### config.mk
export PLATFORM = sky130hd
export DESIGN_NAME = can_tx_sched
export DESIGN_NICKNAME = d
export VERILOG_FILES = /design/src/rtl/can_pkg.sv /design/src/rtl/can_bus_idle.sv /design/src/rtl/can_tx_sched.sv
export SDC_FILE = /design/constraint.sdc
export NUM_CORES = 1
export LEC_CHECK = 0
export BUFFER_PORTS_ARGS = -buffer_cell sky130_fd_sc_hd__buf_2
export CAP_MARGIN = 20
export CORE_AREA = 2 2 164 166
export CTS_CLUSTER_SIZE = 8
export DETAILED_ROUTE_END_ITERATION = 10
export DIE_AREA = 0 0 166 168
export PLACE_DENSITY = 0.59
export SLEW_MARGIN = 5
export SYNTH_ARGS = -nofsm -noshare
export SYNTH_HDL_FRONTEND = slang
export SYNTH_HIERARCHICAL = 1
export SYNTH_SLANG_ARGS = --single-unit
### constraint.sdc
create_clock -name i_Clock -period 2.7 [get_ports i_Clock]
set_clock_uncertainty 0.05 [all_clocks]
set_input_delay 0.135 -clock i_Clock [delete_from_list [all_inputs] [get_ports i_Clock]]
set_output_delay 0.135 -clock i_Clock [all_outputs]
set_load 0.1 [all_outputs]
### src/rtl/can_pkg.sv
// Shared CAN definitions: field widths, scheduler state encoding and
// the mailbox priority selector used by the transmit scheduler.
package can_pkg;
    localparam int ID_W     = 11;
    localparam int DLC_W    = 4;
    localparam int DATA_W   = 64;
    localparam int MAX_MBOX = 8;
    localparam int IDX_W    = 3;

    typedef enum logic [2:0] {
        S_IDLE     = 3'd0,
        S_WAIT_BUS = 3'd1,
        S_SELECT   = 3'd2,
        S_START    = 3'd3,
        S_BUSY     = 3'd4,
        S_GAP      = 3'd5
    } sched_state_t;

    // Lowest ID wins; the strict compare keeps the lower index on a tie.
    function automatic logic [IDX_W-1:0] min_id_index(
        input logic [MAX_MBOX*ID_W-1:0] ids,
        input logic [MAX_MBOX-1:0]      req
    );
        logic [IDX_W-1:0] best_idx;
        logic [ID_W-1:0]  best_id;
        logic             found;
        best_idx = {IDX_W{1'b0}};
        best_id  = {ID_W{1'b1}};
        found    = 1'b0;
        for (int k = 0; k < MAX_MBOX; k++) begin
            if (req[k] && (!found || (ids[k*ID_W +: ID_W] < best_id))) begin
                best_idx = IDX_W'(k);
                best_id  = ids[k*ID_W +: ID_W];
                found    = 1'b1;
            end
        end
        return best_idx;
    endfunction
endpackage

### src/rtl/can_bus_idle.sv
// Bus-idle detector: samples the bus once per bit time and reports idle
// after IDLE_BITS consecutive recessive samples.
module can_bus_idle #(
    parameter int CLKS_PER_BIT = 10,
    parameter int IDLE_BITS    = 11
) (
    input  logic i_Clock,
    input  logic i_Rst_n,
    input  logic i_Bus_Serial,
    output logic o_Bus_Idle
);
    localparam int PH_W  = (CLKS_PER_BIT > 1) ? $clog2(CLKS_PER_BIT) : 1;
    localparam int CNT_W = $clog2(IDLE_BITS + 1);
    localparam logic [PH_W-1:0]  PH_LAST   = PH_W'(CLKS_PER_BIT - 1);
    localparam logic [PH_W-1:0]  PH_SAMPLE = PH_W'(CLKS_PER_BIT / 2);
    localparam logic [CNT_W-1:0] CNT_MAX   = CNT_W'(IDLE_BITS);

    logic [PH_W-1:0]  phase_r;
    logic [CNT_W-1:0] rec_cnt_r;
    logic [CNT_W-1:0] rec_cnt_nxt_s;
    logic             idle_r;

    // Recessive-run count: cleared by a dominant sample, saturating at IDLE_BITS
    always_comb begin
        rec_cnt_nxt_s = rec_cnt_r;
        if (phase_r == PH_SAMPLE) begin
            if (!i_Bus_Serial) begin
                rec_cnt_nxt_s = {CNT_W{1'b0}};
            end else if (rec_cnt_r != CNT_MAX) begin
                rec_cnt_nxt_s = rec_cnt_r + CNT_W'(1);
            end else begin
                rec_cnt_nxt_s = rec_cnt_r;
            end
        end else begin
            rec_cnt_nxt_s = rec_cnt_r;
        end
    end

    // Free-running bit-phase counter
    always_ff @(posedge i_Clock or negedge i_Rst_n) begin
        if (!i_Rst_n) begin
            phase_r <= {PH_W{1'b0}};
        end else if (phase_r == PH_LAST) begin
            phase_r <= {PH_W{1'b0}};
        end else begin
            phase_r <= phase_r + PH_W'(1);
        end
    end

    // Recessive counter and registered idle flag
    always_ff @(posedge i_Clock or negedge i_Rst_n) begin
        if (!i_Rst_n) begin
            rec_cnt_r <= {CNT_W{1'b0}};
            idle_r    <= 1'b0;
        end else begin
            rec_cnt_r <= rec_cnt_nxt_s;
            idle_r    <= (rec_cnt_nxt_s == CNT_MAX);
        end
    end

    assign o_Bus_Idle = idle_r;
endmodule

### src/rtl/can_tx_sched.sv
// Transmit scheduler: shares one can_tx among N_MBOX mailboxes, granting the
// lowest pending ID once the bus is idle and retrying failed attempts.
module can_tx_sched
    import can_pkg::*;
#(
    parameter int N_MBOX       = 4,
    parameter int CLKS_PER_BIT = 10,
    parameter int IDLE_BITS    = 11,
    parameter int MAX_RETRY    = 8
) (
    input  logic                       i_Clock,
    input  logic                       i_Rst_n,
    input  logic [N_MBOX-1:0]          i_Req,
    input  logic [ID_W*N_MBOX-1:0]     i_Id,
    input  logic [DLC_W*N_MBOX-1:0]    i_Dlc,
    input  logic [DATA_W*N_MBOX-1:0]   i_Data,
    input  logic                       i_Bus_Serial,
    output logic                       o_Tx_Start,
    output logic [ID_W-1:0]            o_Tx_Id,
    output logic [DLC_W-1:0]           o_Tx_Dlc,
    output logic [DATA_W-1:0]          o_Tx_Data,
    input  logic                       i_Tx_Done,
    input  logic                       i_Tx_Arb_Lost,
    input  logic                       i_Tx_Err,
    output logic [N_MBOX-1:0]          o_Grant,
    output logic [N_MBOX-1:0]          o_Done,
    output logic [N_MBOX-1:0]          o_Abort,
    output logic                       o_Busy
);
    localparam int RTY_W = $clog2(MAX_RETRY + 2);
    localparam logic [RTY_W-1:0] RTY_MAX = RTY_W'(MAX_RETRY);

    sched_state_t              state_r;
    sched_state_t              next_state_s;
    logic                      bus_idle_s;
    logic [MAX_MBOX*ID_W-1:0]  ids_ext_s;
    logic [MAX_MBOX-1:0]       req_ext_s;
    logic [IDX_W-1:0]          sel_idx_s;
    logic [N_MBOX-1:0]         sel_grant_s;
    logic [IDX_W-1:0]          win_idx_r;
    logic [RTY_W-1:0]          retry_r;
    logic [RTY_W-1:0]          retry_nxt_s;
    logic [RTY_W-1:0]          retry_inc_s;
    logic                      done_ev_s;
    logic                      abort_ev_s;
    logic [N_MBOX-1:0]         grant_r;
    logic [N_MBOX-1:0]         done_r;
    logic [N_MBOX-1:0]         abort_r;
    logic                      tx_start_r;
    logic                      busy_r;
    logic [ID_W-1:0]           tx_id_r;
    logic [DLC_W-1:0]          tx_dlc_r;
    logic [DATA_W-1:0]         tx_data_r;

    can_bus_idle #(
        .CLKS_PER_BIT (CLKS_PER_BIT),
        .IDLE_BITS    (IDLE_BITS)
    ) u_bus_idle (
        .i_Clock      (i_Clock),
        .i_Rst_n      (i_Rst_n),
        .i_Bus_Serial (i_Bus_Serial),
        .o_Bus_Idle   (bus_idle_s)
    );

    // Widen mailbox IDs/requests to the selector's fixed width
    always_comb begin
        ids_ext_s = {(MAX_MBOX*ID_W){1'b0}};
        req_ext_s = {MAX_MBOX{1'b0}};
        ids_ext_s[N_MBOX*ID_W-1:0] = i_Id;
        req_ext_s[N_MBOX-1:0]      = i_Req;
    end

    assign sel_idx_s   = min_id_index(ids_ext_s, req_ext_s);
    assign sel_grant_s = {{(N_MBOX-1){1'b0}}, 1'b1} << sel_idx_s;
    assign retry_inc_s = retry_r + RTY_W'(1);

    // Next-state, retry update and outcome events
    always_comb begin
        next_state_s = state_r;
        retry_nxt_s  = retry_r;
        done_ev_s    = 1'b0;
        abort_ev_s   = 1'b0;
        case (state_r)
            S_IDLE: begin
                if (|i_Req) next_state_s = S_WAIT_BUS;
                else        next_state_s = S_IDLE;
            end
            S_WAIT_BUS: begin
                if (!(|i_Req))    next_state_s = S_IDLE;
                else if (bus_idle_s) next_state_s = S_SELECT;
                else              next_state_s = S_WAIT_BUS;
            end
            S_SELECT: begin
                // A request withdrawn during selection leaves nothing to send
                if (|i_Req) begin
                    next_state_s = S_START;
                    if (sel_idx_s != win_idx_r) retry_nxt_s = {RTY_W{1'b0}};
                    else                        retry_nxt_s = retry_r;
                end else begin
                    next_state_s = S_IDLE;
                end
            end
            S_START: next_state_s = S_BUSY;
            S_BUSY: begin
                if (i_Tx_Err) begin
                    if (retry_inc_s > RTY_MAX) begin
                        abort_ev_s   = 1'b1;
                        retry_nxt_s  = {RTY_W{1'b0}};
                        next_state_s = S_GAP;
                    end else begin
                        retry_nxt_s  = retry_inc_s;
                        next_state_s = S_WAIT_BUS;
                    end
                end else if (i_Tx_Arb_Lost) begin
                    next_state_s = S_WAIT_BUS;
                end else if (i_Tx_Done) begin
                    done_ev_s    = 1'b1;
                    retry_nxt_s  = {RTY_W{1'b0}};
                    next_state_s = S_GAP;
                end else begin
                    next_state_s = S_BUSY;
                end
            end
            S_GAP:   next_state_s = S_IDLE;
            default: next_state_s = S_IDLE;
        endcase
    end

    // State register
    always_ff @(posedge i_Clock or negedge i_Rst_n) begin
        if (!i_Rst_n) state_r <= S_IDLE;
        else          state_r <= next_state_s;
    end

    // Registered outputs, latched frame and retry bookkeeping
    always_ff @(posedge i_Clock or negedge i_Rst_n) begin
        if (!i_Rst_n) begin
            tx_start_r <= 1'b0;
            busy_r     <= 1'b0;
            done_r     <= {N_MBOX{1'b0}};
            abort_r    <= {N_MBOX{1'b0}};
            grant_r    <= {N_MBOX{1'b0}};
            win_idx_r  <= {IDX_W{1'b0}};
            retry_r    <= {RTY_W{1'b0}};
            tx_id_r    <= {ID_W{1'b0}};
            tx_dlc_r   <= {DLC_W{1'b0}};
            tx_data_r  <= {DATA_W{1'b0}};
        end else begin
            tx_start_r <= (next_state_s == S_START);
            busy_r     <= (next_state_s != S_IDLE);
            done_r     <= done_ev_s  ? grant_r : {N_MBOX{1'b0}};
            abort_r    <= abort_ev_s ? grant_r : {N_MBOX{1'b0}};
            retry_r    <= retry_nxt_s;
            if ((state_r == S_SELECT) && (next_state_s == S_START)) begin
                grant_r   <= sel_grant_s;
                win_idx_r <= sel_idx_s;
                tx_id_r   <= i_Id[int'(sel_idx_s)*ID_W +: ID_W];
                tx_dlc_r  <= i_Dlc[int'(sel_idx_s)*DLC_W +: DLC_W];
                tx_data_r <= i_Data[int'(sel_idx_s)*DATA_W +: DATA_W];
            end else if ((next_state_s == S_GAP) || (next_state_s == S_IDLE)) begin
                grant_r <= {N_MBOX{1'b0}};
            end
        end
    end

    assign o_Tx_Start = tx_start_r;
    assign o_Tx_Id    = tx_id_r;
    assign o_Tx_Dlc   = tx_dlc_r;
    assign o_Tx_Data  = tx_data_r;
    assign o_Grant    = grant_r;
    assign o_Done     = done_r;
    assign o_Abort    = abort_r;
    assign o_Busy     = busy_r;
endmodule

# After elaboration in Yosys (flattened, before gate mapping)
# Index checks and enable logic that the tools add are counted.
# Widths: inputs -> output; s select.
totals:
  word_cells: 99
  input_bits: 326
  register_bits: 112
  out_inout_bits: 93
op_classes:
  addsub: 3
  muxes: 40
  multipliers: 1
  magnitude_cmp: 4
  n_reduce_logical: 18
  shift: 4
  eq_ne: 15
ops:
  columns: ["operator", "count"]
  rows:
  - ["$shiftx 256x10->64", 1]
  - ["$mux 4", 14]
  - ["$shiftx 44x8->11", 1]
  - ["$lt 11x11->1", 3]
  - ["$mux 11", 3]
  - ["$shiftx 16x6->4", 1]
  - ["$pmux 3 s5", 1]
  - ["$mux 1", 13]
  - ["$add 4x1->4 const B", 3]
  - ["$mux 3", 4]
  - ["$eq 3x2->1 const B", 3]
  - ["$eq 4x4->1 const B", 2]
  - ["$mux 2", 4]
  - ["$pmux 4 s2", 1]
  - ["$mul 3x4->7 const B", 1]
  - ["$eq 3x3->1 const B", 2]
  - ["$logic_not 3->1", 2]
  - ["$ne 3x3->1 const B", 2]
  - ["$reduce_and 5->1", 1]
  - ["$eq 4x3->1 const B", 1]
  - ["$gt 4x4->1 const B", 1]
  - ["$logic_and 1x1->1", 4]
  - ["$logic_or 1x1->1", 4]
  - ["$ne 2x2->1 const B", 2]
  - ["other kinds (8)", 11]

# Logic depth before layout (Yosys ltp)
# Gate-level depths: netlist of run 1.
logic_depth:
  ltp_word: 17
  mapped_depth: 35
  mapped_depth_nobuf: 28

# Cells and area by module
# The synthesis of run 1 kept the hierarchy.
modules_own_cells:
  columns: ["module", "instances", "cells_each", "area_per_inst_um2"]
  rows:
  - ["can_tx_sched", 1, 725, 6786.5]
  - ["can_bus_idle", 1, 46, 466.7]

# Least setup slack after synthesis of run 1
# No wires, ideal clock.
synth_timing:
  kind: "input port to flip-flop"
  start: "input i_Req[0]"
  end: "register tx_id_r[1] (netlist: o_Tx_Id[1])"
  n_path_buf: 7
  cell_stages: 35
  slack_ps: -3533
  setup_time_ps: 82
  t_arrival_ps: 6101
  path_cell_list: "clkbuf_1 -> nor2b_1 -> ha_1 -> a21o_1 -> maj3_2 -> a21oi_2 -> o211ai_4 -> buf_2 -> nand2_1 -> clkbuf_1 -> nand2_1 -> o21a_1 -> ha_1 -> a41o_1 -> a21oi_1 -> o2111ai_1 -> nor3_1 -> mux2i_1 -> nand2_1 -> clkbuf_1 -> nand2_1 -> o21a_1 -> ha_1 -> a21oi_1 -> o21ai_0 -> nand3_1 -> o2111ai_1 -> or2_2 -> a21oi_1 -> or2_1 -> buf_2 -> buf_4 -> buf_2 -> nand2_1 -> a31oi_1"
synth_via:
  elab_chain_cells: 15
  word_cells_on_any_way: 30
synth_lines:
  columns: ["element", "line_no", "rtl"]
  rows:
  - ["from (decl)", "can_tx_sched.sv:13", "input logic [N_MBOX-1:0] i_Req,"]
  - ["$mux 11 / $mux 1 (equally long branches)", "can_pkg.sv:31", "if (req[k] && (!found || (ids[k*ID_W +: ID_W] < best_id))) begin"]
  - ["$lt 11x11->1 / $logic_not 1->1 (equally long branches)", "can_pkg.sv:31", null]
  - ["$logic_or 1x1->1", "can_pkg.sv:31", null]
  - ["$logic_and 1x1->1", "can_pkg.sv:31", null]
  - ["$mux 11 / $mux 1 (equally long branches)", "can_pkg.sv:31", null]
  - ["$lt 11x11->1 / $logic_not 1->1 (equally long branches)", "can_pkg.sv:31", null]
  - ["$logic_or 1x1->1", "can_pkg.sv:31", null]
  - ["$logic_and 1x1->1", "can_pkg.sv:31", null]
  - ["$mux 11 / $mux 1 (equally long branches)", "can_pkg.sv:31", null]
  - ["$lt 11x11->1 / $logic_not 1->1 (equally long branches)", "can_pkg.sv:31", null]
  - ["$logic_or 1x1->1", "can_pkg.sv:31", null]
  - ["$logic_and 1x1->1", "can_pkg.sv:31", null]
  - ["$mux 3", "can_pkg.sv:31", null]
  - ["$mul 3x4->7", "can_tx_sched.sv:157", "tx_id_r <= i_Id[int'(sel_idx_s)*ID_W +: ID_W];"]
  - ["$shiftx 44x8->11", "can_tx_sched.sv:157", null]
  - ["to (signal assigned)", "can_tx_sched.sv:145", "tx_id_r <= {ID_W{1'b0}};"]
  - ["to (signal assigned)", "can_tx_sched.sv:157", null]
  - ["to (decl)", "can_tx_sched.sv:51", "logic [ID_W-1:0] tx_id_r;"]
# Parallel ways exist; a longest one is shown, timed or not.
# A chain may end at the register's enable or synchronous reset.

# Final worst setup path of run 1
layout_timing:
  start: "input i_Req[0]"
  end: "register tx_data_r[15] (netlist: o_Tx_Data[15])"
layout_via:
  elab_chain_cells: 14
  word_cells_on_any_way: 29
layout_lines:
  columns: ["element", "line_no", "rtl"]
  rows:
  - ["$mux 11 / $mux 1 (equally long branches)", "can_pkg.sv:31", null]
  - ["$lt 11x11->1 / $logic_not 1->1 (equally long branches)", "can_pkg.sv:31", null]
  - ["$logic_or 1x1->1", "can_pkg.sv:31", null]
  - ["$logic_and 1x1->1", "can_pkg.sv:31", null]
  - ["$mux 11 / $mux 1 (equally long branches)", "can_pkg.sv:31", null]
  - ["$lt 11x11->1 / $logic_not 1->1 (equally long branches)", "can_pkg.sv:31", null]
  - ["$logic_or 1x1->1", "can_pkg.sv:31", null]
  - ["$logic_and 1x1->1", "can_pkg.sv:31", null]
  - ["$mux 11 / $mux 1 (equally long branches)", "can_pkg.sv:31", null]
  - ["$lt 11x11->1 / $logic_not 1->1 (equally long branches)", "can_pkg.sv:31", null]
  - ["$logic_or 1x1->1", "can_pkg.sv:31", null]
  - ["$logic_and 1x1->1", "can_pkg.sv:31", null]
  - ["$mux 3", "can_pkg.sv:31", null]
  - ["$shiftx 256x10->64", "can_tx_sched.sv:159", "tx_data_r <= i_Data[int'(sel_idx_s)*DATA_W +: DATA_W];"]
  - ["to (signal assigned)", "can_tx_sched.sv:147", "tx_data_r <= {DATA_W{1'b0}};"]
  - ["to (signal assigned)", "can_tx_sched.sv:159", null]
  - ["to (decl)", "can_tx_sched.sv:53", "logic [DATA_W-1:0] tx_data_r;"]
# Parallel ways exist; a longest one is shown, timed or not.

==> results.tsv, run 1 <==
stage	metric	value	unit
yosys	Async SR Flop Fraction	100	%
setup_path	Worst Setup Start Kind	input pin	
setup_path	CP endpoint	o_Tx_Data[15]	
yosys	post-synth net total	1128	
grt	grt ovf	0	
clock_network	Longest Clk Path Bufs	2	
timing	crit share post-route	213	%
timing	Slew @ Worst Pin	0.666	ns
setup_path	FF-to-FF path depth	9	
drt	drt initial violations	878	
timing	setup violators final	89	
clock_network	H-tree depth	3	
job	number of max-cap violations	0	
timing	Slew HR	55.6	%
floorplanning	FP Rows	60	
yosys	Yosys cell types	61	
floorplanning	die width	166	microns
finish	commonest non-fill, non-tap cell in the layout	buf_2	
setup_path	Setup CP Type	input pin to register	
timing	RSZ-0062 raised after global routing	true	
finish	fin area	12600	sq um
timing	Slew Limit Fails	0	
power	VDD IR max	0.511	mV
setup_path	Worst setup EP type	register	
setup_path	Worst R2R Setup Slack	0.46	ns
placement	RePlAce Congestion	0.871	
grt	GRT Overall Usage	23.3	%
grt	initial antenna violation count	0	
placement	DP HPWL	23.6	mm
timing	final worst path period need	5.74	ns
yosys	register bit total from synthesis	111	
clock_network	CTS tree	done	
drt	first drt pass iteration count	10	
floorplanning	Die ar.	27900	sq um
clock_network	Clock Pin Slew Worst Setup and Hold Paths	0.09	ns
yosys	Avg Inst Size Synth	9.41	sq um
clock_network	Root Buffer	clkbuf_16	
floorplanning	IO Pins	419	
min_path	hold path startpoint	i_Data[165]	
setup_path	worst flop-to-flop path endpoint	o_Grant[3]	
setup_path	Req. time, crit path	2.89	ns
min_path	Worst Hold Depth	3	
drt	vias	8846	
min_path	Hold/Removal Path Class	input pin to register	
yosys	number of flops mapped to enable cells by yosys	0	
drt	Antenna Nets Post-Route	0	
setup_path	CP Max Fanout	8	
power	Cell Pwr Density	845	nW/um^2
drt	DR WL/cell	21.3	microns
grt	via count of the first global-routing pass	8459	
finish	Layout area overhead	73.4	%
floorplanning	core box area	26400	sq um
finish	fillers	2448	
timing	Peak Freq	174	MHz
finish	most frequent cells in the layout	buf_2, buf_4, nand2_1, dfrtp_1, o21ai_1	
drt	drt drc	0	
setup_path	RR Startpoint	retry_r[0]	
setup_path	Worst path most repeated cell	buf_6	
power	leak pwr	6.19	nW
floorplanning	Die Y	168	microns
outcome	status	finished, violations left	
yosys	gate count of the mapped netlist	771	
yosys	Synth Flop Type	dfrtp_1	
outcome	failing checks	negative setup slack	
grt	largest net degree at the start of global routing	89	
setup_path	CP arrival	5.93	ns
drt	final wirelength	35.8	mm
setup_path	slowest CP cell	maj3_2	
setup_path	CP Launch Point	i_Req[0]	
finish	number of nets in the layout	1692	
yosys	Yosys Warn Count	6	
yosys	Seq/Total Area, Yosys	38.3	%
timing	Final Hold Fails	0	
placement	Port Buffers	418	
setup_path	CP peak stage delay	0.32	ns
yosys	Mapped Area	7250	sq um
clock_network	TritonCTS Buffers	9	
timing	Worst Setup Slack, final	-3.04	ns
finish	share of cells above drive strength 1	58.0	%
clock_network	worst skew pair latency	0.35	ns
finish	post-layout util	47.7	%
clock_network	clk sink count	111	
floorplanning	Initial Util	27.5	%
drt	vias per inst	5.26	
placement	Post-DP Area	10500	sq um
grt	global-route wire length before repair	49.7	mm
[worst min path at each step]
stage,to,slack [ns]
after floorplan,o_Abort[0],-0.21
after global placement,o_Tx_Data[9],0.17
after detailed placement,o_Tx_Data[18],0.17
after CTS,o_Tx_Data[32],0.0008
after global routing,o_Tx_Data[0],0.009
final,o_Tx_Data[37],0.009
[state kept, by name, summed over array words and instances, names as in the netlist, 3 cells and up]
name / cells
o_Tx_Data: 64
o_Tx_Id: 11
o_Abort: 4
o_Done: 4
o_Grant: 4
o_Tx_Dlc: 4
retry_r: 4
u_bus_idle/phase_r: 4
u_bus_idle/rec_cnt_r: 4
state_r: 3
[report_power, final]
group          total [mW]  internal (mW)  switching [mW]
Sequential           2.28           2.05           0.233
Combinational        7.01           2.24            4.78
Clock                1.33          0.638           0.688
[through the flow]
stage,setup slack [ns],instances,total power [mW],TNS (ns),hold slack (ns)
CTS,-2.65,1657,10.2,-227.05,0.000843
global placement,-3.16,1574,7.99,-265.44,0.166
finish,-3.04,1681,10.6,-256.48,0.00880
detailed placement,-3.32,1574,8.03,-281.82,0.168
global route,-3.25,1680,11.0,-275.28,0.00921
floorplan,-3.03,771,6.54,-262.10,-0.211
[layout make-up]
type | instances | area (sq um) | share of cell area [%]
multi-input cells | 590 | 4750 | 37.8
repair buffers | 613 | 4310 | 34.2
flip-flops and latches | 111 | 2780 | 22.1
well taps | 341 | 427 | 3.39
clock buffers | 9 | 225 | 1.79
clock inverters | 6 | 52.6 | 0.418
inverters | 10 | 37.5 | 0.298
diodes | 1 | 2.50 | 0.0199
[logic make-up (layout without fill, tap and decap cells)]
family,count (synthesis),after routing,synth area share (%)
other,0,1,0
muxes,73,73,11.3
and+or+nand+nor,231,232,14.5
buffers and inverters,71,638,4.07
DFF,111,111,38.3
adders and majority gates,32,32,5.50
xor gates and xnor gates,7,7,0.845
AOI/OAI and AO/OA,246,246,25.5
[Yosys cell counts (11+ instances only)]
library cell / instances / share of area, %
nand2_1: 126 / 6.5
dfrtp_1: 111 / 38
o21ai_1: 69 / 4.8
o21ai_0: 12 / 0.83
ha_1: 31 / 5.3
a21oi_1: 19 / 1.3
mux2_2: 70 / 11
buf_2: 20 / 1.4
a31oi_1: 11 / 0.95
nor2_1: 36 / 1.9
a222oi_1: 68 / 9.4
nor2b_1: 11 / 0.95
o21a_1: 20 / 2.1
nand3_1: 16 / 1.1
clkbuf_1: 36 / 1.9
[metal layers]
layer  GRT usage (%)  share of wire (%)
met1            31.7                 43
met4            7.41                3.0
met5               0                  0
met3            2.80                7.4
met2            38.8                 47
[timing repair]
item                                    CTS  global route
hold endpoints to repair                 48             0
gates resized for setup                  84            59
pin swaps                                85           107
endpoints found under the setup margin   89            89
buffers inserted                         45            21
hold buffers                              5             0
gates cloned                             19             5
[worst max-delay path, delay by kind of cell]
kind                       cells  cell delay [ns]
and+or+nand+nor                6             0.69
adders and majority gates      4             1.04
AOI/OAI and AO/OA             15             2.66
buffers and inverters         10             1.37
(Power assumes the default switching activity.)
==> run 2, diff against run 1 <==
--- a/config.mk
+++ b/config.mk
@@ -11,7 +11,7 @@
 export CTS_CLUSTER_SIZE = 8
 export DETAILED_ROUTE_END_ITERATION = 10
 export DIE_AREA = 0 0 166 168
-export PLACE_DENSITY = 0.59
+export PLACE_DENSITY = 0.6
 export SLEW_MARGIN = 5
 export SYNTH_ARGS = -nofsm -noshare
 export SYNTH_HDL_FRONTEND = slang
==> run 2 against run 1 <==
- the run still ends with negative setup slack left
- wire length shrank 7.1%
- cell area fell by 1.8%
- global-route usage is 1.7 points lower
- sequential share of layout area is 0.40 points higher
- sequential power about the same
- maximum frequency is 5.9% higher
- setup slack better by 0.32 ns
- via count fell by 2.4%
- critical path depth down 3
- register-to-register slack lost 0.10 ns
- critical endpoint is now o_Tx_Data[8]
- largest cell class unchanged
- largest power group unchanged
==> results.tsv, run 2 (same netlist as run 1, synthesis figures left out) <==
stage	metric	value	unit	change
placement	RePlAce Congestion	0.819		-5.9%
power	Cell Pwr Density	835	nW/um^2	-1.2%
floorplanning	Die Y	168	microns	unchanged
floorplanning	Die ar.	27900	sq um	unchanged
timing	Slew @ Worst Pin	0.586	ns	-0.0798 ns
drt	final wirelength	33.3	mm	-7.1%
clock_network	H-tree depth	3		unchanged
timing	RSZ-0062 raised after global routing	true		
setup_path	Worst R2R Setup Slack	0.36	ns	-0.10 ns
floorplanning	FP Rows	60		unchanged
finish	max FFs per register	64		unchanged
grt	via count of the first global-routing pass	8536		+0.91%
clock_network	Clock Pin Slew Worst Setup and Hold Paths	0.08	ns	about the same
finish	share of cells above drive strength 1	56.3	%	-1.6 points
drt	Antenna Nets Post-Route	0		unchanged
setup_path	Worst Setup Start Kind	input pin		
finish	most frequent cells in the layout	buf_2, nand2_1, dfrtp_1, buf_4, o21ai_1		
setup_path	RR Startpoint	retry_r[0]		
setup_path	CP endpoint	o_Tx_Data[8]		
timing	crit share post-route	201	%	-12 points
setup_path	CP arrival	5.60	ns	-0.33 ns
timing	Slew HR	60.9	%	+5.3 points
timing	setup violators final	89		unchanged
drt	vias	8630		-2.4%
placement	Port Buffers	418		unchanged
finish	Layout area overhead	70.3	%	
clock_network	TritonCTS Buffers	9		unchanged
clock_network	CTS tree	done		
finish	commonest non-fill, non-tap cell in the layout	buf_2		
timing	setup TNS	-232.46	ns	+24.02 ns
setup_path	CP Max Fanout	7		-1
power	VDD IR max	0.566	mV	+11%
power	Psw	5.51	mW	-3.2%
min_path	Hold/Removal Path Class	input pin to register		
timing	Slew Limit Fails	0		unchanged
power	Clk pwr share	13.2	%	+0.7 points
setup_path	CP peak stage delay	0.41	ns	+0.09 ns
timing	final worst path period need	5.43	ns	-0.319 ns
grt	grt ovf	0		unchanged
finish	Non-Filler Instances	1660		-1.2%
grt	GRT Overall Usage	21.6	%	-1.7 points
grt	initial antenna violation count	0		unchanged
clock_network	Longest Clk Path Bufs	2		unchanged
setup_path	slowest CP cell	a222oi_1		
setup_path	FF-to-FF path depth	9		unchanged
setup_path	CP Launch Point	i_Req[0]		
drt	drt initial violations	909		+3.5%
finish	post-layout util	46.9	%	-0.85 points
power	Pint	4.80	mW	-2.6%
placement	DP Worst Slack	-3.27	ns	+0.0539 ns
placement	placed cells	1557		-1.1%
job	number of max-cap violations	0		unchanged
timing	Final Hold Fails	0		unchanged
placement	DP HPWL	22.1	mm	-6.4%
power	Power Total	10.3	mW	-3.0%
floorplanning	Initial Util	27.5	%	unchanged
setup_path	Req. time, crit path	2.88	ns	about the same
timing	Peak Freq	184	MHz	+5.9%
setup_path	Crit path max-delay family	compound AO/OA/AOI/OAI gates		
drt	DR WL/cell	20.1	microns	-5.9%
grt	global-route wire length before repair	47.1	mm	-5.2%
floorplanning	core box area	26400	sq um	unchanged
setup_path	CP Depth	32		-8.6%
clock_network	worst skew pair latency	0.36	ns	about the same
outcome	status	finished, violations left		
drt	drt drc	0		unchanged
timing	Worst Setup Slack, final	-2.73	ns	+0.319 ns
setup_path	Setup CP Type	input pin to register		
setup_path	Worst setup EP type	register		
power	combinational share of power	64.5	%	-1.5 points
floorplanning	die width	166	microns	unchanged
setup_path	worst flop-to-flop path endpoint	o_Grant[3]		
finish	number of nets in the layout	1671		-1.2%
grt	largest net degree at the start of global routing	144		+62%
power	Seq pwr share	22.2	%	+0.7 points
setup_path	Critical path buffers and inverters	7		-3
drt	first drt pass iteration count	9		-1
clock_network	Root Buffer	clkbuf_16		
finish	Antenna diodes	0		-1
outcome	failing checks	negative setup slack		
drt	vias per inst	5.20		-1.2%
clock_network	clk sink count	111		unchanged
power	switching power share of the total	53.5	%	-0.16 points
power	leak pwr	6.08	nW	-1.7%
setup_path	Worst path most repeated cell	buf_6		
floorplanning	IO Pins	419		unchanged
[run 2: worst min path at each step]
stage | startpoint | endpoint | slack (ns) | depth (start not counted)
floorplan | i_Rst_n | o_Abort[0] | -0.21 | 0
global placement | i_Rst_n | o_Tx_Data[9] | 0.02 | 1
detailed placement | i_Rst_n | o_Tx_Data[14] | 0.02 | 1
CTS | i_Data[179] | o_Tx_Data[51] | 0.0001 | 3
global route | i_Data[169] | o_Tx_Data[41] | 0.009 | 3
finish | i_Dlc[10] | o_Tx_Dlc[2] | 0.02 | 3
[run 2: layer usage]
layer	share of wire [%]	global-route usage, %	vias to the layer above
met1	40	27.2	4070
met2	49	37.5	450
met3	7.5	3.55	68
li1	-	-	4042
met4	3.0	7.64	0
met5	0	0	-
[run 2: timing repair]
item,in CTS,in global routing
setup endpoints to repair,89,89
pin swaps,60,71
gates resized for setup,98,34
gates cloned,9,9
hold buffers,7,0
hold endpoints to repair,37,0
buffers inserted,51,21
[run 2: worst reg2reg max path: stages (launching register included)]
cell      delay [ns]
dfrtp_1         0.41
ha_1            0.26
nor4bb_1        0.29
a21oi_1         0.11
mux2i_1         0.15
nand2_1         0.06
o21ai_0         0.15
xnor2_1         0.13
a21oi_1         0.45
a22o_1          0.22
[run 2: per-stage QoR]
stage                     instance area (sq um)  hold slack (ns)
after floorplan                            7420           -0.211
after global placement                    10400           0.0174
after detailed placement                  10400           0.0177
after CTS                                 11900        0.0000989
after global routing                      12400          0.00893
final                                     12400           0.0173
[run 2: power by group through the flow]
stage                     logic (mW)  clock network, mW  registers, mW
final                           6.65               1.36           2.29
after CTS                       6.31               1.42           2.29
after global placement          5.60                  0           2.31
after detailed placement        5.65                  0           2.32
after global routing            6.94               1.48           2.34
after floorplan                 1.56                  0           4.98
[run 2: layout make-up]
cell class | count | area (sq um)
tap | 341 | 427
timing repair buffer | 593 | 4070
clock inverter | 5 | 48.8
multi-input combinational | 589 | 4750
sequential | 111 | 2780
fill | 2500 | 14000
inverter | 10 | 37.5
clock buffer | 11 | 243
==> run 3, diff against run 2 <==
--- a/config.mk
+++ b/config.mk
@@ -12,6 +12,7 @@
 export DETAILED_ROUTE_END_ITERATION = 10
 export DIE_AREA = 0 0 166 168
 export PLACE_DENSITY = 0.6
+export RECOVER_POWER = 50
 export SLEW_MARGIN = 5
 export SYNTH_ARGS = -nofsm -noshare
 export SYNTH_HDL_FRONTEND = slang
==> run 3 against run 2 <==
- the flow still finishes with violations (negative setup slack)
- non-clock buffer count stayed put
- clock power hardly changed
- critical path depth stayed put
- register-to-register slack hardly changed
- hold slack better by 0.0035 ns
- clock-buffer cell count stayed put
- global-route usage stayed put
- core utilization is 0.071 points lower
- critical endpoint is now o_Tx_Data[18]
==> results.tsv, run 3 (same netlist as run 1, synthesis figures left out) <==
stage	metric	value	unit	change
setup_path	Worst path most repeated cell	buf_6		
drt	drt initial violations	909		unchanged
drt	final wirelength	33.3	mm	+0.12%
placement	Post-DP Area	10400	sq um	unchanged
drt	DR WL/cell	20.1	microns	+0.12%
setup_path	CP Max Fanout	14		+7
finish	fin area	12300	sq um	-0.15%
drt	drt drc	0		unchanged
clock_network	TritonCTS Buffers	9		unchanged
setup_path	Worst Setup Start Kind	input pin		
clock_network	H-tree depth	3		unchanged
finish	post-layout util	46.8	%	-0.071 points
grt	via count of the first global-routing pass	8536		unchanged
setup_path	Worst R2R Setup Slack	0.36	ns	about the same
floorplanning	Die Y	168	microns	unchanged
min_path	hold path startpoint	i_Data[214]		
floorplanning	Die ar.	27900	sq um	unchanged
timing	setup TNS	-232.77	ns	-0.312 ns
drt	vias	8637		+0.081%
setup_path	worst flop-to-flop path endpoint	o_Grant[3]		
grt	global-route wire length before repair	47.1	mm	unchanged
timing	final worst path period need	5.43	ns	+0.00968 ns
finish	Antenna diodes	0		unchanged
setup_path	Setup CP Type	input pin to register		
finish	max FFs per register	64		unchanged
timing	Peak Freq	184	MHz	-0.18%
setup_path	Worst setup EP type	register		
grt	GRT Overall Usage	21.6	%	unchanged
floorplanning	IO Pins	419		unchanged
outcome	status	finished, violations left		
power	switching power share of the total	53.5	%	about the same
floorplanning	FP Rows	60		unchanged
floorplanning	core box area	26400	sq um	unchanged
clock_network	clk sink count	111		unchanged
clock_network	Clock Pin Slew Worst Setup and Hold Paths	0.09	ns	about the same
finish	number of nets in the layout	1671		unchanged
grt	GR Util met2	37.5	%	unchanged
timing	Slew @ Worst Pin	1.35	ns	+0.764 ns
power	leak pwr	6.08	nW	-0.15%
setup_path	FF-to-FF path depth	9		unchanged
timing	Slew HR	10.0	%	-51 points
power	combinational share of power	64.5	%	about the same
clock_network	Root Buffer	clkbuf_16		
job	number of max-cap violations	0		unchanged
drt	Antenna Nets Post-Route	0		unchanged
outcome	failing checks	negative setup slack		
setup_path	RR Startpoint	retry_r[0]		
drt	first drt pass iteration count	9		unchanged
grt	grt ovf	0		unchanged
power	Seq pwr share	22.2	%	about the same
setup_path	Req. time, crit path	2.88	ns	about the same
drt	vias per inst	5.20		about the same
setup_path	CP Launch Point	i_Req[0]		
power	VDD IR max	0.566	mV	about the same
clock_network	CTS tree	done		
setup_path	CP peak stage delay	0.41	ns	about the same
setup_path	CP endpoint	o_Tx_Data[18]		
clock_network	worst skew pair latency	0.36	ns	about the same
timing	setup violators final	89		unchanged
power	Cell Pwr Density	836	nW/um^2	+0.18%
timing	Worst Setup Slack, final	-2.73	ns	-0.00968 ns
min_path	Hold/Removal Path Class	input pin to register		
finish	share of cells above drive strength 1	56.3	%	-0.076 points
floorplanning	Initial Util	27.5	%	unchanged
timing	Final Hold Fails	0		unchanged
setup_path	slowest CP cell	a222oi_1		
placement	DP Worst Slack	-3.27	ns	unchanged
grt	M1 GR Usage	27.2	%	unchanged
grt	largest net degree at the start of global routing	144		unchanged
power	Clk pwr share	13.2	%	about the same
finish	commonest non-fill, non-tap cell in the layout	buf_2		
floorplanning	die width	166	microns	unchanged
grt	initial antenna violation count	0		unchanged
grt	busiest grt layer	met2		
timing	crit share post-route	201	%	+0.36 points
timing	RSZ-0062 raised after global routing	true		
finish	Layout area overhead	70.1	%	
placement	DP HPWL	22.1	mm	unchanged
clock_network	Longest Clk Path Bufs	2		unchanged
finish	most frequent cells in the layout	buf_2, nand2_1, dfrtp_1, buf_4, o21ai_1		
power	Psw	5.52	mW	+0.11%
placement	Port Buffers	418		unchanged
placement	RePlAce Congestion	0.819		unchanged
timing	Slew Limit Fails	0		unchanged
setup_path	CP arrival	5.61	ns	about the same
power	Pint	4.79	mW	about the same
grt	M3 GR Usage	3.55	%	unchanged
==> run 3: cell count changes in the layout (fill, tap and decap cells not counted) <==
cell      previous run  this run
clkbuf_2             0         1
buf_12              26        25
clkbuf_4             0         1
buf_4              106       104
clkbuf_1             1         2
==> run 3: worst min-delay path by stage <==
stage / endpoint / slack, ns / depth (start not counted)
CTS: o_Tx_Data[51] / 0.0001 / 3
floorplan: o_Abort[0] / -0.21 / 0
global placement: o_Tx_Data[9] / 0.02 / 1
detailed placement: o_Tx_Data[14] / 0.02 / 1
global route: o_Tx_Data[41] / 0.009 / 3
finish: o_Tx_Data[22] / 0.02 / 3
==> run 3: what timing repair did <==
| action | in CTS | in global routing |
|---|---|---|
| gates cloned | 9 | 9 |
| pin swaps | 60 | 71 |
| setup endpoints to repair | 89 | 89 |
| resized for setup | 98 | 34 |
| hold endpoints to repair | 37 | 0 |
| hold buffers | 7 | 0 |
| buffers inserted | 51 | 21 |
==> run 3: power by group through the flow <==
stage               Clock, mW  Sequential, mW  Combinational, mW
floorplan                   0            4.98               1.56
global placement            0            2.31               5.60
detailed placement          0            2.32               5.65
CTS                      1.42            2.29               6.31
global route             1.48            2.34               6.94
finish                   1.36            2.29               6.66
==> run 3: per-stage QoR <==
| step | power (mW) | std cells | hold slack (ns) |
|---|---|---|---|
| after floorplan | 6.54 | 771 | -0.211 |
| after global placement | 7.91 | 1557 | 0.0174 |
| after detailed placement | 7.97 | 1557 | 0.0177 |
| after CTS | 10.0 | 1637 | 0.0000989 |
| after global routing | 10.8 | 1660 | 0.00893 |
| final | 10.3 | 1660 | 0.0209 |
==> run 3: cell type report <==
type	count	area, sq um
sequential	111	2780
clock inverter	5	48.8
inverter	10	37.5
timing repair buffer	593	4050
fill	2504	14000
tap	341	427
clock buffer	11	243
multi-input combinational	589	4750
==> run 3: layer usage <==
metal | share of wire (%) | vias up
met5 | 0 | -
met4 | 2.7 | 0
met3 | 7.1 | 63
met2 | 49 | 446
met1 | 41 | 4085
li1 | - | 4043
==> run 3: critical path, delay by kind of cell <==
| family | cells | cell delay (ns) |
|---|---|---|
| compound gates | 9 | 1.62 |
| mux | 1 | 0.24 |
| simple gates | 12 | 1.77 |
| fa+ha+maj | 3 | 0.83 |
| buf+inv | 7 | 0.97 |
